--- src/rtl/lp_rx_seq_detector.sv ---
// Receive-side LP sequence detector: synchronises and qualifies the LP line levels,
// then follows the HS-entry and escape-entry request sequences.
//
// state      | meaning
// IDLE       | detector disabled or waiting for the first Stop
// STOP       | LP-11 seen, lane at rest
// HS_RQST    | LP-01 after Stop, HS request
// HS_PREPARE | LP-00 after HS request, settle timer running
// HS_RX      | HS receiver enabled
// LP_RQST    | LP-10 after Stop, LP request
// BRIDGE     | LP-00 after LP request
// ESC_RQST   | LP-01 after bridge, escape request
// ESC_ACTIVE | escape mode entered
// TA_WAIT    | turnaround requested, owned by the turnaround block
// WAIT_STOP  | malformed or stalled sequence, waiting for Stop
module lp_rx_seq_detector #(
  parameter int MIN_LPX     = 14,
  parameter int HS_SETTLE   = 29,
  parameter int SEQ_TIMEOUT = 3000
) (
  input  logic       clk,
  input  logic       rst_n,
  input  logic       Enable,
  input  logic [1:0] LpState,
  output logic [1:0] LineState,
  output logic       StopState,
  output logic       HsRxEn,
  output logic       EscEntry,
  output logic       SeqError
);

  localparam logic [15:0] RunQual     = 16'(MIN_LPX);
  localparam logic [15:0] SettleLast  = 16'(HS_SETTLE - 1);
  localparam logic [15:0] TimeoutLast = 16'(SEQ_TIMEOUT - 1);

  typedef enum logic [3:0] {
    IDLE, STOP, HS_RQST, HS_PREPARE, HS_RX, LP_RQST,
    BRIDGE, ESC_RQST, ESC_ACTIVE, TA_WAIT, WAIT_STOP
  } state_e;

  logic [1:0]  sync1_q, sync2_q, s_prev_q, line_q;
  logic [15:0] run_q, run_d;
  state_e      state_q, state_d;
  logic [15:0] dwell_q, dwell_d;
  logic        esc_q, esc_d, err_q, err_d;
  logic        timeout;

  // run counts cycles the synchronised level has held, starting at 1 on a change
  always_comb begin
    if (sync2_q != s_prev_q)    run_d = 16'd1;
    else if (run_q == 16'hFFFF) run_d = run_q;
    else                        run_d = run_q + 16'd1;
  end

  always_ff @(posedge clk or negedge rst_n) begin
    if (!rst_n) begin
      sync1_q  <= 2'b00;
      sync2_q  <= 2'b00;
      s_prev_q <= 2'b00;
      run_q    <= 16'd0;
      line_q   <= 2'b00;
    end else begin
      sync1_q  <= LpState;
      sync2_q  <= sync1_q;
      s_prev_q <= sync2_q;
      run_q    <= run_d;
      if (run_d == RunQual) line_q <= sync2_q;
    end
  end

  always_ff @(posedge clk or negedge rst_n) begin
    if (!rst_n) begin
      state_q <= IDLE;
      dwell_q <= 16'd0;
      esc_q   <= 1'b0;
      err_q   <= 1'b0;
    end else begin
      state_q <= state_d;
      dwell_q <= dwell_d;
      esc_q   <= esc_d;
      err_q   <= err_d;
    end
  end

  // Legal line transitions are tested before the timeout so a transition wins a tie
  always_comb begin
    state_d = state_q;
    timeout = (dwell_q >= TimeoutLast);
    if (!Enable) begin
      state_d = IDLE;
    end else begin
      case (state_q)
        IDLE:       if (line_q == 2'b11) state_d = STOP;
        STOP: begin
          case (line_q)
            2'b01:   state_d = HS_RQST;
            2'b10:   state_d = LP_RQST;
            2'b00:   state_d = WAIT_STOP;
            default: state_d = STOP;
          endcase
        end
        HS_RQST: begin
          case (line_q)
            2'b00:   state_d = HS_PREPARE;
            2'b11:   state_d = STOP;
            2'b10:   state_d = WAIT_STOP;
            default: if (timeout) state_d = WAIT_STOP;
          endcase
        end
        HS_PREPARE: begin
          if (line_q != 2'b00)          state_d = WAIT_STOP;
          else if (dwell_q >= SettleLast) state_d = HS_RX;
        end
        LP_RQST: begin
          case (line_q)
            2'b00:   state_d = BRIDGE;
            2'b11:   state_d = STOP;
            2'b01:   state_d = WAIT_STOP;
            default: if (timeout) state_d = WAIT_STOP;
          endcase
        end
        BRIDGE: begin
          case (line_q)
            2'b01:   state_d = ESC_RQST;
            2'b10:   state_d = TA_WAIT;
            2'b11:   state_d = STOP;
            default: if (timeout) state_d = WAIT_STOP;
          endcase
        end
        ESC_RQST: begin
          case (line_q)
            2'b00:   state_d = ESC_ACTIVE;
            2'b11:   state_d = STOP;
            2'b10:   state_d = WAIT_STOP;
            default: if (timeout) state_d = WAIT_STOP;
          endcase
        end
        HS_RX, ESC_ACTIVE, TA_WAIT, WAIT_STOP:
          if (line_q == 2'b11) state_d = STOP;
        default: state_d = IDLE;
      endcase
    end

    if (state_d != state_q)     dwell_d = 16'd0;
    else if (dwell_q == 16'hFFFF) dwell_d = dwell_q;
    else                        dwell_d = dwell_q + 16'd1;
  end

  always_comb begin
    esc_d     = (state_q == ESC_RQST) && (state_d == ESC_ACTIVE);
    err_d     = (state_q != WAIT_STOP) && (state_d == WAIT_STOP);
    StopState = (state_q == STOP);
    HsRxEn    = (state_q == HS_RX);
  end

  assign LineState = line_q;
  assign EscEntry  = esc_q;
  assign SeqError  = err_q;

endmodule
--- config.mk ---
export PLATFORM = sky130hd
export DESIGN_NAME = lp_rx_seq_detector
export DESIGN_NICKNAME = d
export VERILOG_FILES = /design/src/rtl/lp_rx_seq_detector.sv
export SDC_FILE = /design/constraint.sdc
export NUM_CORES = 1
export LEC_CHECK = 0
export BUFFER_PORTS_ARGS = -buffer_cell sky130_fd_sc_hd__buf_2
export CORE_ASPECT_RATIO = 1.2
export CORE_UTILIZATION = 35
export CTS_BUF_LIST = sky130_fd_sc_hd__clkbuf_16
export CTS_CLUSTER_DIAMETER = 120
export DETAILED_ROUTE_END_ITERATION = 10
export GPL_ROUTABILITY_DRIVEN = 0
export PLACE_DENSITY = 0.6
export SETUP_SLACK_MARGIN = 0.02
export SYNTH_ARGS = -nofsm -noshare
export SYNTH_HDL_FRONTEND = slang
export SYNTH_SLANG_ARGS = --single-unit
--- constraint.sdc ---
create_clock -name clk -period 6.9 [get_ports clk]
set_input_delay 0.69 -clock clk [delete_from_list [all_inputs] [get_ports clk]]
set_output_delay 0.69 -clock clk [all_outputs]
set_load 0.02 [all_outputs]
==> flow_summary.yaml, run 1 <==
clock_network:
  cts_hold_buf: 0
  cts_resized: 0
  cts_tree: "yes"
  clock-root-buffer: "clkbuf_16"
  clock_latency_ps: 280
  htreeDepth: 2
  cts_setup_buffers: 0
  numCtsBuffers: 5
  cts.clk_slew.worst_paths_ps: 60
  clock_path_buffers: 2
  cts_sinks: 46
critical_path:
  crit_arrival_ps: 3530
  setup.worst_path.class: "register to register"
  cp.required_ps: 7060
  worst_path_dominant_cell_family: "simple AND/OR/NAND/NOR gates"
  path_max_fanout: 12
  worstSetupStartpointType: "register"
  end_kind: "register"
  slowest_stage: "nor4_2"
  crit_buf_inv: 0
  critPathMaxStageDelay_ps: 1030
  crit_chain: "ha_1 -> nand4_1 -> nor4_2 -> and3b_1 -> o21ai_0 -> nor4b_2 -> nand4_1 -> mux2_1"
  cpMostUsedCell: "nand4_1"
detailed_routing:
  wl_per_cell_um: 14.31
  viasPerCell: 5.543
  drc_errors: 0
  vias: 2583
  ant_nets: 0
  drt_iter0_drc: 143
  first_pass_iters: 4
  routed_wl_um: 6667
sta:
  min_period_ps: 3371
  slew_violations: 0
  fin_skew_ps: 6.786
  hold_viol: 0
  setup_tns_ps: 0
  fmax_ghz: 0.2966
  fin_hold_ws_ps: 346.7
  rsz0062_at_grt: "false"
  relSlewSlack: 0.2904
  finalSetupViolations: 0
  fin_crit_sh: 0.4886
  worstMarginPinSlew_ps: 1056
floorplan:
  start_util: 0.3609
  fp.dieH_um: 105.2
  ios: 11
  rows: 37
  fp.coreArea_sq_um: 8611
  die_area_sq_um: 9262
  die_w_um: 88.02
layout:
  antennaDiodeCount: 0
  fin_nets: 364
  stdcell_count: 466
  area_growth_pct: 8.132
  utilization: 0.3903
  drive_above_1_share: 0.1089
grt:
  antenna_found_initial: 0
  grt_usage: 0.1534
  grt_overflow: 0
  grt_max_degree: 47
  grt_pass1_wl_um: 11270
  grt_pass1_vias: 2387
hold_path:
  hold_class: "register to register"
synthesis:
  synth_edf_count: 0
  synth_nets: 361
  synthTopCellsByArea: "dfrtp_1 (37%), nand2_1 (4.5%), ha_1 (3.6%), nor2_1 (3.4%), nor3_1 (3.4%)"
  netlist_area_sq_um: 3108
  yosys.area.top_type_share: 0.3704
  ys_seq_area_frac: 0.3704
  synth_common_cells: "dfrtp_1 (46), nand2_1 (37), nor2_1 (28), nor3_1 (21), nand3_1 (15)"
  ys_seq_elements: 46
  ys.flop_type: "dfrtp_1"
  synth_area_per_cell_sq_um: 8.957
  synth_top_cell_by_area: "dfrtp_1"
  synth_most_common_cell: "dfrtp_1"
  netlist_instances: 347
  synth.distinct_cells: 68
  synth-async-reset-ratio: 1.000
  ys.warnings.count: 0
outcome:
  outcome: "finished clean"
placement:
  dp_hpwl_um: 4671
  port_buffers: 10
  placedCellCount: 460
power:
  max-vdd-ir-drop_mv: 0.08532
  p_leak_nw: 1.389
  cellPowerDensity_nw_per_um2: 170.0
flow_run:
  max-cap-violations: 0
flip-flops by register name, summed over array words and instances, names as in the netlist:
| name | count |
|---|---|
| SeqError | 1 |
| LineState | 2 |
| state_q | 4 |
| sync1_q | 2 |
| dwell_q | 16 |
| s_prev_q | 2 |
| run_q | 16 |
| sync2_q | 2 |
| EscEntry | 1 |
cell families after synthesis:
logic type,Yosys count,synth area share
AO/OA/AOI/OAI,60,0.1433
flip-flops,46,0.3704
adder cells (fa/ha/maj),9,0.03623
buffers and inverters,31,0.04750
AND/OR/NAND/NOR,175,0.3249
multiplexers,9,0.02979
XOR/XNOR,17,0.04791
stage by stage:
stage	power [mW]	cell area [sq um]	setup slack [ps]
after floorplan	0.3390	3108	4159
after global placement	0.3531	3232	3672
after detailed placement	0.3549	3232	3576
after CTS	0.5805	3361	3528
after global routing	0.6011	3361	3236
final	0.5712	3361	3529
routing by layer:
| layer | part of all wire | up-vias | track usage |
|---|---|---|---|
| li1 | - | 1282 | - |
| met2 | 0.48 | 68 | 0.2425 |
| met1 | 0.47 | 1225 | 0.2067 |
| met3 | 0.040 | 8 | 0.03367 |
| met4 | 0.016 | 0 | 0.05069 |
| met5 | 0 | - | 0 |
worst paths after layout:
kind | startpoint | endpoint | slack [ps] | cells after the start
max | run_q[0]$_DFF_PN0_ | LineState[0]$_DFFE_PN0N_ | 3530 | 8
max reg2reg | run_q[0]$_DFF_PN0_ | LineState[0]$_DFFE_PN0N_ | 3530 | 8
min in group asynchronous | rst_n | run_q[4]$_DFF_PN0_ | 490 | 2
min | sync1_q[1]$_DFF_PN0_ | sync2_q[1]$_DFF_PN0_ | 350 | 0
max in group asynchronous | rst_n | state_q[0]$_DFF_PN0_ | 6000 | 2
min reg2reg | sync1_q[1]$_DFF_PN0_ | sync2_q[1]$_DFF_PN0_ | 350 | 0
final cells by class:
type / count / area [sq um]
inverter: 14 / 52.55
fill: 911 / 5250
timing repair buffer: 13 / 72.57
tap: 117 / 146.4
multi-input combinational: 270 / 1809
clock buffer: 5 / 125.1
clock inverter: 1 / 3.754
sequential: 46 / 1151
cell usage in the layout (no fill, tap or decap), types with 4 or more instances in the layout:
cell type,netlist,final
nand3_1,15,15
inv_1,14,14
nor2_1,28,28
mux2i_1,7,7
xor2_1,7,7
nand2b_1,4,4
nand4_1,11,11
o21ai_1,4,4
ha_1,9,9
nor3_1,21,21
nand2_1,37,37
buf_2,9,10
clkbuf_16,0,5
nor3_2,7,7
o211ai_1,6,6
o21ai_0,10,10
a31oi_1,4,4
dfrtp_1,46,46
nor4_1,9,9
nor2b_1,5,5
xnor2_1,10,10
report_power, final:
group	leakage [nW]	switching [mW]	total (mW)	internal [mW]
Clock	0.0632	0.0930	0.222	0.129
Sequential	0.619	0.0151	0.297	0.282
Combinational	0.706	0.0310	0.0526	0.0216
Power figures use the tool's default switching activity.
==> run 2: changes to the inputs <==
Settings changed: PLACE_DENSITY 0.6 to 0.62.
Clock period 6.9 ns to 3.02 ns, I/O delays scaled along.
==> flow_summary.yaml, run 2 (synthesis results as in run 1) <==
clock_network:
  clock-root-buffer: "clkbuf_16"
  cts_hold_buf: 0
  clock_latency_ps: 290
  cts_tree: "yes"
  cts_sinks: 46
  cts.clk_slew.worst_paths_ps: 60
  numCtsBuffers: 5
  clock_path_buffers: 2
  htreeDepth: 2
layout:
  layout.cells.most_common_list: "dfrtp_1 (46), nand2_1 (37), nor2_1 (28)"
  seq_area_sq_um: 1151
  utilization: 0.4098
  area_growth_pct: 13.53
  drive_above_1_share: 0.1492
  fillCellCount: 891
  antennaDiodeCount: 0
  largestRegisters: "dwell_q: 16 flops, run_q: 16 flops, state_q: 4 flops"
  layout_commonest_cell: "dfrtp_1"
  fin_nets: 376
  multi_input_area_sq_um: 1857
grt:
  antenna_found_initial: 0
  grt_overflow: 0
  grt_usage: 0.1667
  grt_pass1_wl_um: 12190
  grt_pass1_vias: 2611
  grt_max_degree: 47
floorplan:
  die_area_sq_um: 9262
  fp.dieH_um: 105.2
  start_util: 0.3609
  rows: 37
  fp.coreArea_sq_um: 8611
  ios: 11
  die_w_um: 88.02
critical_path:
  r2r_cells: 8
  path_max_fanout: 12
  worstSetupStartpointType: "register"
  reg2reg_to: "dwell_q[15]$_DFFE_PN0P_"
  critPathMaxStageDelay_ps: 590
  cp.required_ps: 3200
  rrSetupSlack_ps: 220
  reg2reg_from: "dwell_q[0]$_DFFE_PN0P_"
  worst_path_dominant_cell_family: "compound AO/OA/AOI/OAI gates"
  crit_arrival_ps: 2980
  end_kind: "register"
  slowest_stage: "or4b_1"
  crit_buf_inv: 0
  crit_chain: "ha_1 -> a21o_1 -> a31oi_1 -> o211ai_1 -> or4b_1 -> a31oi_4 -> o221ai_4 -> nor4b_1"
  cp-startpoint: "dwell_q[0]$_DFFE_PN0P_"
  setup.worst_path.class: "register to register"
sta:
  fin_crit_sh: 0.9286
  fin_hold_ws_ps: 119.2
  min_period_ps: 2804
  worstMarginPinSlew_ps: 1056
  relSlewSlack: 0.2958
  slew_violations: 0
  fin_skew_ps: 5.414
  layout_setup_ws_ps: 215.5
  setup_tns_ps: 0
  rsz0062_at_grt: "false"
  hold_viol: 0
  fmax_ghz: 0.3566
  finalSetupViolations: 0
detailed_routing:
  drc_errors: 0
  ant_nets: 0
  viasPerCell: 5.497
  first_pass_iters: 4
  vias: 2633
  drt_iter0_drc: 160
  wl_per_cell_um: 14.70
  routed_wl_um: 7042
hold_path:
  hold_path_depth: 1
  hold_class: "input pin to register"
  holdPathEnd: "sync1_q[1]$_DFF_PN0_"
  min_from: "LpState[1]"
placement:
  dp_slack_ps: 75.08
  port_buffers: 10
  dp_hpwl_um: 5031
power:
  cellPowerDensity_nw_per_um2: 401.8
  p_leak_nw: 1.476
  total_power_mw: 1.418
  max-vdd-ir-drop_mv: 0.2907
flow_run:
  max-cap-violations: 0
outcome:
  outcome: "finished clean"
[run 2: cell types whose count changed in the layout (fill, tap and decap cells not counted), sizes merged]
cell,before,now
buf,13,25
bufinv,0,1
[run 2: worst max path at each step]
stage,slack [ps],endpoint,cells past startpoint
after floorplan,280,dwell_q[12]$_DFFE_PN0P_,10
after global placement,220,dwell_q[4]$_DFFE_PN0P_,9
after global routing,10,dwell_q[4]$_DFFE_PN0P_,9
after CTS,70,dwell_q[14]$_DFFE_PN0P_,9
after detailed placement,80,dwell_q[14]$_DFFE_PN0P_,9
final,220,dwell_q[15]$_DFFE_PN0P_,8
[run 2: stage by stage]
stage | instance area [sq um] | std cells
6_report | 3528 | 479
5_1_grt | 3528 | 479
4_1_cts | 3481 | 479
3_5_place_dp | 3322 | 472
3_3_place_gp | 3322 | 472
2_1_floorplan | 3108 | 347
[run 2: per-layer routing]
layer	vias to the layer above	wire length (um)	track usage
met5	-	0	0
met4	0	141	0.07143
met3	13	318	0.03524
met2	70	3409	0.2735
met1	1240	3173	0.2094
li1	1310	-	-
[run 2: area by class of cell]
cell class / count / area share
Clock buffer: 5 / 0.03546
Clock inverter: 2 / 0.009574
Inverter: 14 / 0.01489
Multi-Input combinational cell: 270 / 0.5262
Sequential cell: 46 / 0.3262
Tap cell: 117 / 0.04149
Timing Repair Buffer: 25 / 0.04610
[run 2: timing repair]
action,CTS,global route
setup endpoints to repair,0,14
buffers inserted,0,0
gates resized for setup,0,6
[run 2: where the power goes]
group / internal [mW] / total [mW] / switching [mW]
Clock: 0.383 / 0.610 / 0.227
Sequential: 0.643 / 0.677 / 0.0339
Combinational: 0.0534 / 0.131 / 0.0777
Total: 1.08 / 1.42 / 0.338
==> run 3: changes to the inputs <==
Settings changed: ABC_AREA set to 1, CELL_PAD_IN_SITES_DETAIL_PLACEMENT set to 0, CELL_PAD_IN_SITES_GLOBAL_PLACEMENT set to 1, PLACE_DENSITY 0.62 to 0.76, REMOVE_ABC_BUFFERS set to 1.
==> flow_summary.yaml, run 3 <==
sta:
  fin_crit_sh: 0.7981
  relSlewSlack: 0.3143
  layout_setup_ws_ps: 609.8
  worstMarginPinSlew_ps: 1029
  rsz0062_at_grt: "false"
  slew_violations: 0
  min_period_ps: 2410
  finalSetupViolations: 0
  fmax_ghz: 0.4149
  fin_skew_ps: 6.008
  setup_tns_ps: 0
  hold_viol: 0
grt:
  grt_max_degree: 47
  grt_pass1_wl_um: 12090
  grt_pass1_vias: 2661
  grt_usage: 0.1634
  antenna_found_initial: 0
  grt_overflow: 0
floorplan:
  die_area_sq_um: 9489
  die_w_um: 89.09
  ios: 11
  fp.coreArea_sq_um: 8703
  fp.dieH_um: 106.5
  rows: 37
  start_util: 0.3660
critical_path:
  crit_chain: "inv_1 -> ha_1 -> nor2_1 -> nand2_1 -> nand2_1 -> a21oi_1 -> nand2_1 -> nand2_1 -> o21ai_1 -> nand2_1 -> nand2_1 -> nor2_4 -> nand3_4 -> nor2_1"
  setup.worst_path.class: "register to register"
  r2r_cells: 14
  worstSetupStartpointType: "register"
  cp.required_ps: 3230
  cpMostUsedCell: "nand2_1"
  critPathMaxStageDelay_ps: 440
  slowest_stage: "dfrtp_1"
  crit_arrival_ps: 2620
  end_kind: "register"
  path_max_fanout: 16
synthesis:
  ys.flop_type: "dfrtp_1"
  synth_top_cell_by_area: "dfrtp_1"
  synthTopCellsByArea: "dfrtp_1 (36%), nand2_1 (13%), inv_1 (7.4%), nor2_1 (6.7%), nand3_1 (5.2%)"
  ys_seq_elements: 46
  synth_common_cells: "nand2_1 (113), inv_1 (63), nor2_1 (57), dfrtp_1 (46), nand3_1 (33)"
  synth_area_per_cell_sq_um: 7.191
  synth-async-reset-ratio: 1.000
  ys.warnings.count: 0
  synth_edf_count: 0
  ys_seq_area_frac: 0.3614
  synth.distinct_cells: 35
  yosys.area.top_type_share: 0.3614
  netlist_area_sq_um: 3186
  synth_most_common_cell: "nand2_1"
  netlist_instances: 443
power:
  p_sw_mw: 0.5048
  p_int_mw: 1.104
  cellPowerDensity_nw_per_um2: 459.1
  switching_share: 0.3139
  p_leak_nw: 1.764
  p_comb_frac: 0.185
  p_seq_frac: 0.466
  p_clk_frac: 0.349
  max-vdd-ir-drop_mv: 0.2257
hold_path:
  hold_path_depth: 1
  hold_class: "input pin to register"
placement:
  port_buffers: 10
  dp_slack_ps: 584.3
  dp_hpwl_um: 5245
  dpl_cell_area_sq_um: 3354
detailed_routing:
  wl_per_cell_um: 11.87
  vias: 2724
  viasPerCell: 4.746
  ant_nets: 0
  drc_errors: 0
  routed_wl_um: 6815
  first_pass_iters: 4
  drt_iter0_drc: 149
clock_network:
  cts_setup_buffers: 0
  cts_hold_buf: 0
  clock-root-buffer: "clkbuf_16"
  clock_latency_ps: 290
  numCtsBuffers: 5
  cts_sinks: 46
  cts_resized: 0
  cts.clk_slew.worst_paths_ps: 70
  clock_path_buffers: 2
  htreeDepth: 2
  cts_tree: "yes"
layout:
  drive_above_1_share: 0.1466
  design_area_sq_um: 3503
  area_growth_pct: 9.976
  largestRegisters: "dwell_q: 16 flops, run_q: 16 flops, state_q: 4 flops"
  utilization: 0.4025
  fin_nets: 470
  antennaDiodeCount: 0
  layout_commonest_cell: "nand2_1"
  layout.cells.most_common_list: "nand2_1 (113), inv_1 (63), nor2_1 (57)"
flow_run:
  max-cap-violations: 0
outcome:
  outcome: "finished clean"
==> run 3: through the flow <==
step / power [mW] / instances / hold WS (ps)
2_1_floorplan: 0.9842 / 439 / 6.409
3_3_place_gp: 1.058 / 566 / 333.4
3_5_place_dp: 1.062 / 566 / 337.1
4_1_cts: 1.631 / 574 / 109.3
5_1_grt: 1.720 / 574 / 112.8
6_report: 1.608 / 574 / 113.7
==> run 3: path summary, 6_finish.rpt <==
check | start | to | slack (ps)
max in group asynchronous | rst_n | state_q[0]$_DFF_PN0_ | 2190
min in group asynchronous | rst_n | run_q[14]$_DFF_PN0_ | 190
min reg2reg | sync1_q[0]$_DFF_PN0_ | sync2_q[0]$_DFF_PN0_ | 350
min | LpState[0] | sync1_q[0]$_DFF_PN0_ | 110
max reg2reg | LineState[0]$_DFFE_PN0N_ | dwell_q[1]$_DFFE_PN0P_ | 610
max | LineState[0]$_DFFE_PN0N_ | dwell_q[1]$_DFFE_PN0P_ | 610
==> run 3: final cells by class <==
type	count	area, sq um
repair buffers	10	50.05
multi-input cells	321	1737
clock inverters	3	23.77
fillers	947	5200
well taps	117	146.4
inverters	72	270.3
clock buffers	5	125.1
flip-flops and latches	46	1151
==> run 3: cells by family (layout without fill, tap and decap cells) <==
family | Yosys count | after routing | synth area share
flops | 46 | 46 | 0.3613
buf+inv | 76 | 90 | 0.09348
xor+xnor | 17 | 17 | 0.04674
simple gates | 261 | 261 | 0.3971
fa+ha+maj | 9 | 9 | 0.03535
compound gates | 34 | 34 | 0.06599
==> run 3: critical path, delay by kind of cell, from the launching register on <==
kind	cells	cell delay [ps]
flip-flops	1	440
adder cells (fa/ha/maj)	1	360
AO/OA/AOI/OAI	2	240
buffers and inverters	1	130
AND/OR/NAND/NOR	10	1160
==> run 3: layer usage <==
metal	wire, um	global-route usage
met5	0	0
met4	155	0.06122
met3	227	0.02640
met2	3160	0.2644
met1	3271	0.2163
==> run 3: power groups by stage <==
stage	combinational (mW)	sequential [mW]	clock, mW
after floorplan	0.241	0.743	0
after global placement	0.299	0.760	0
after detailed placement	0.301	0.761	0
after CTS	0.303	0.750	0.578
after global routing	0.355	0.760	0.605
final	0.297	0.750	0.561
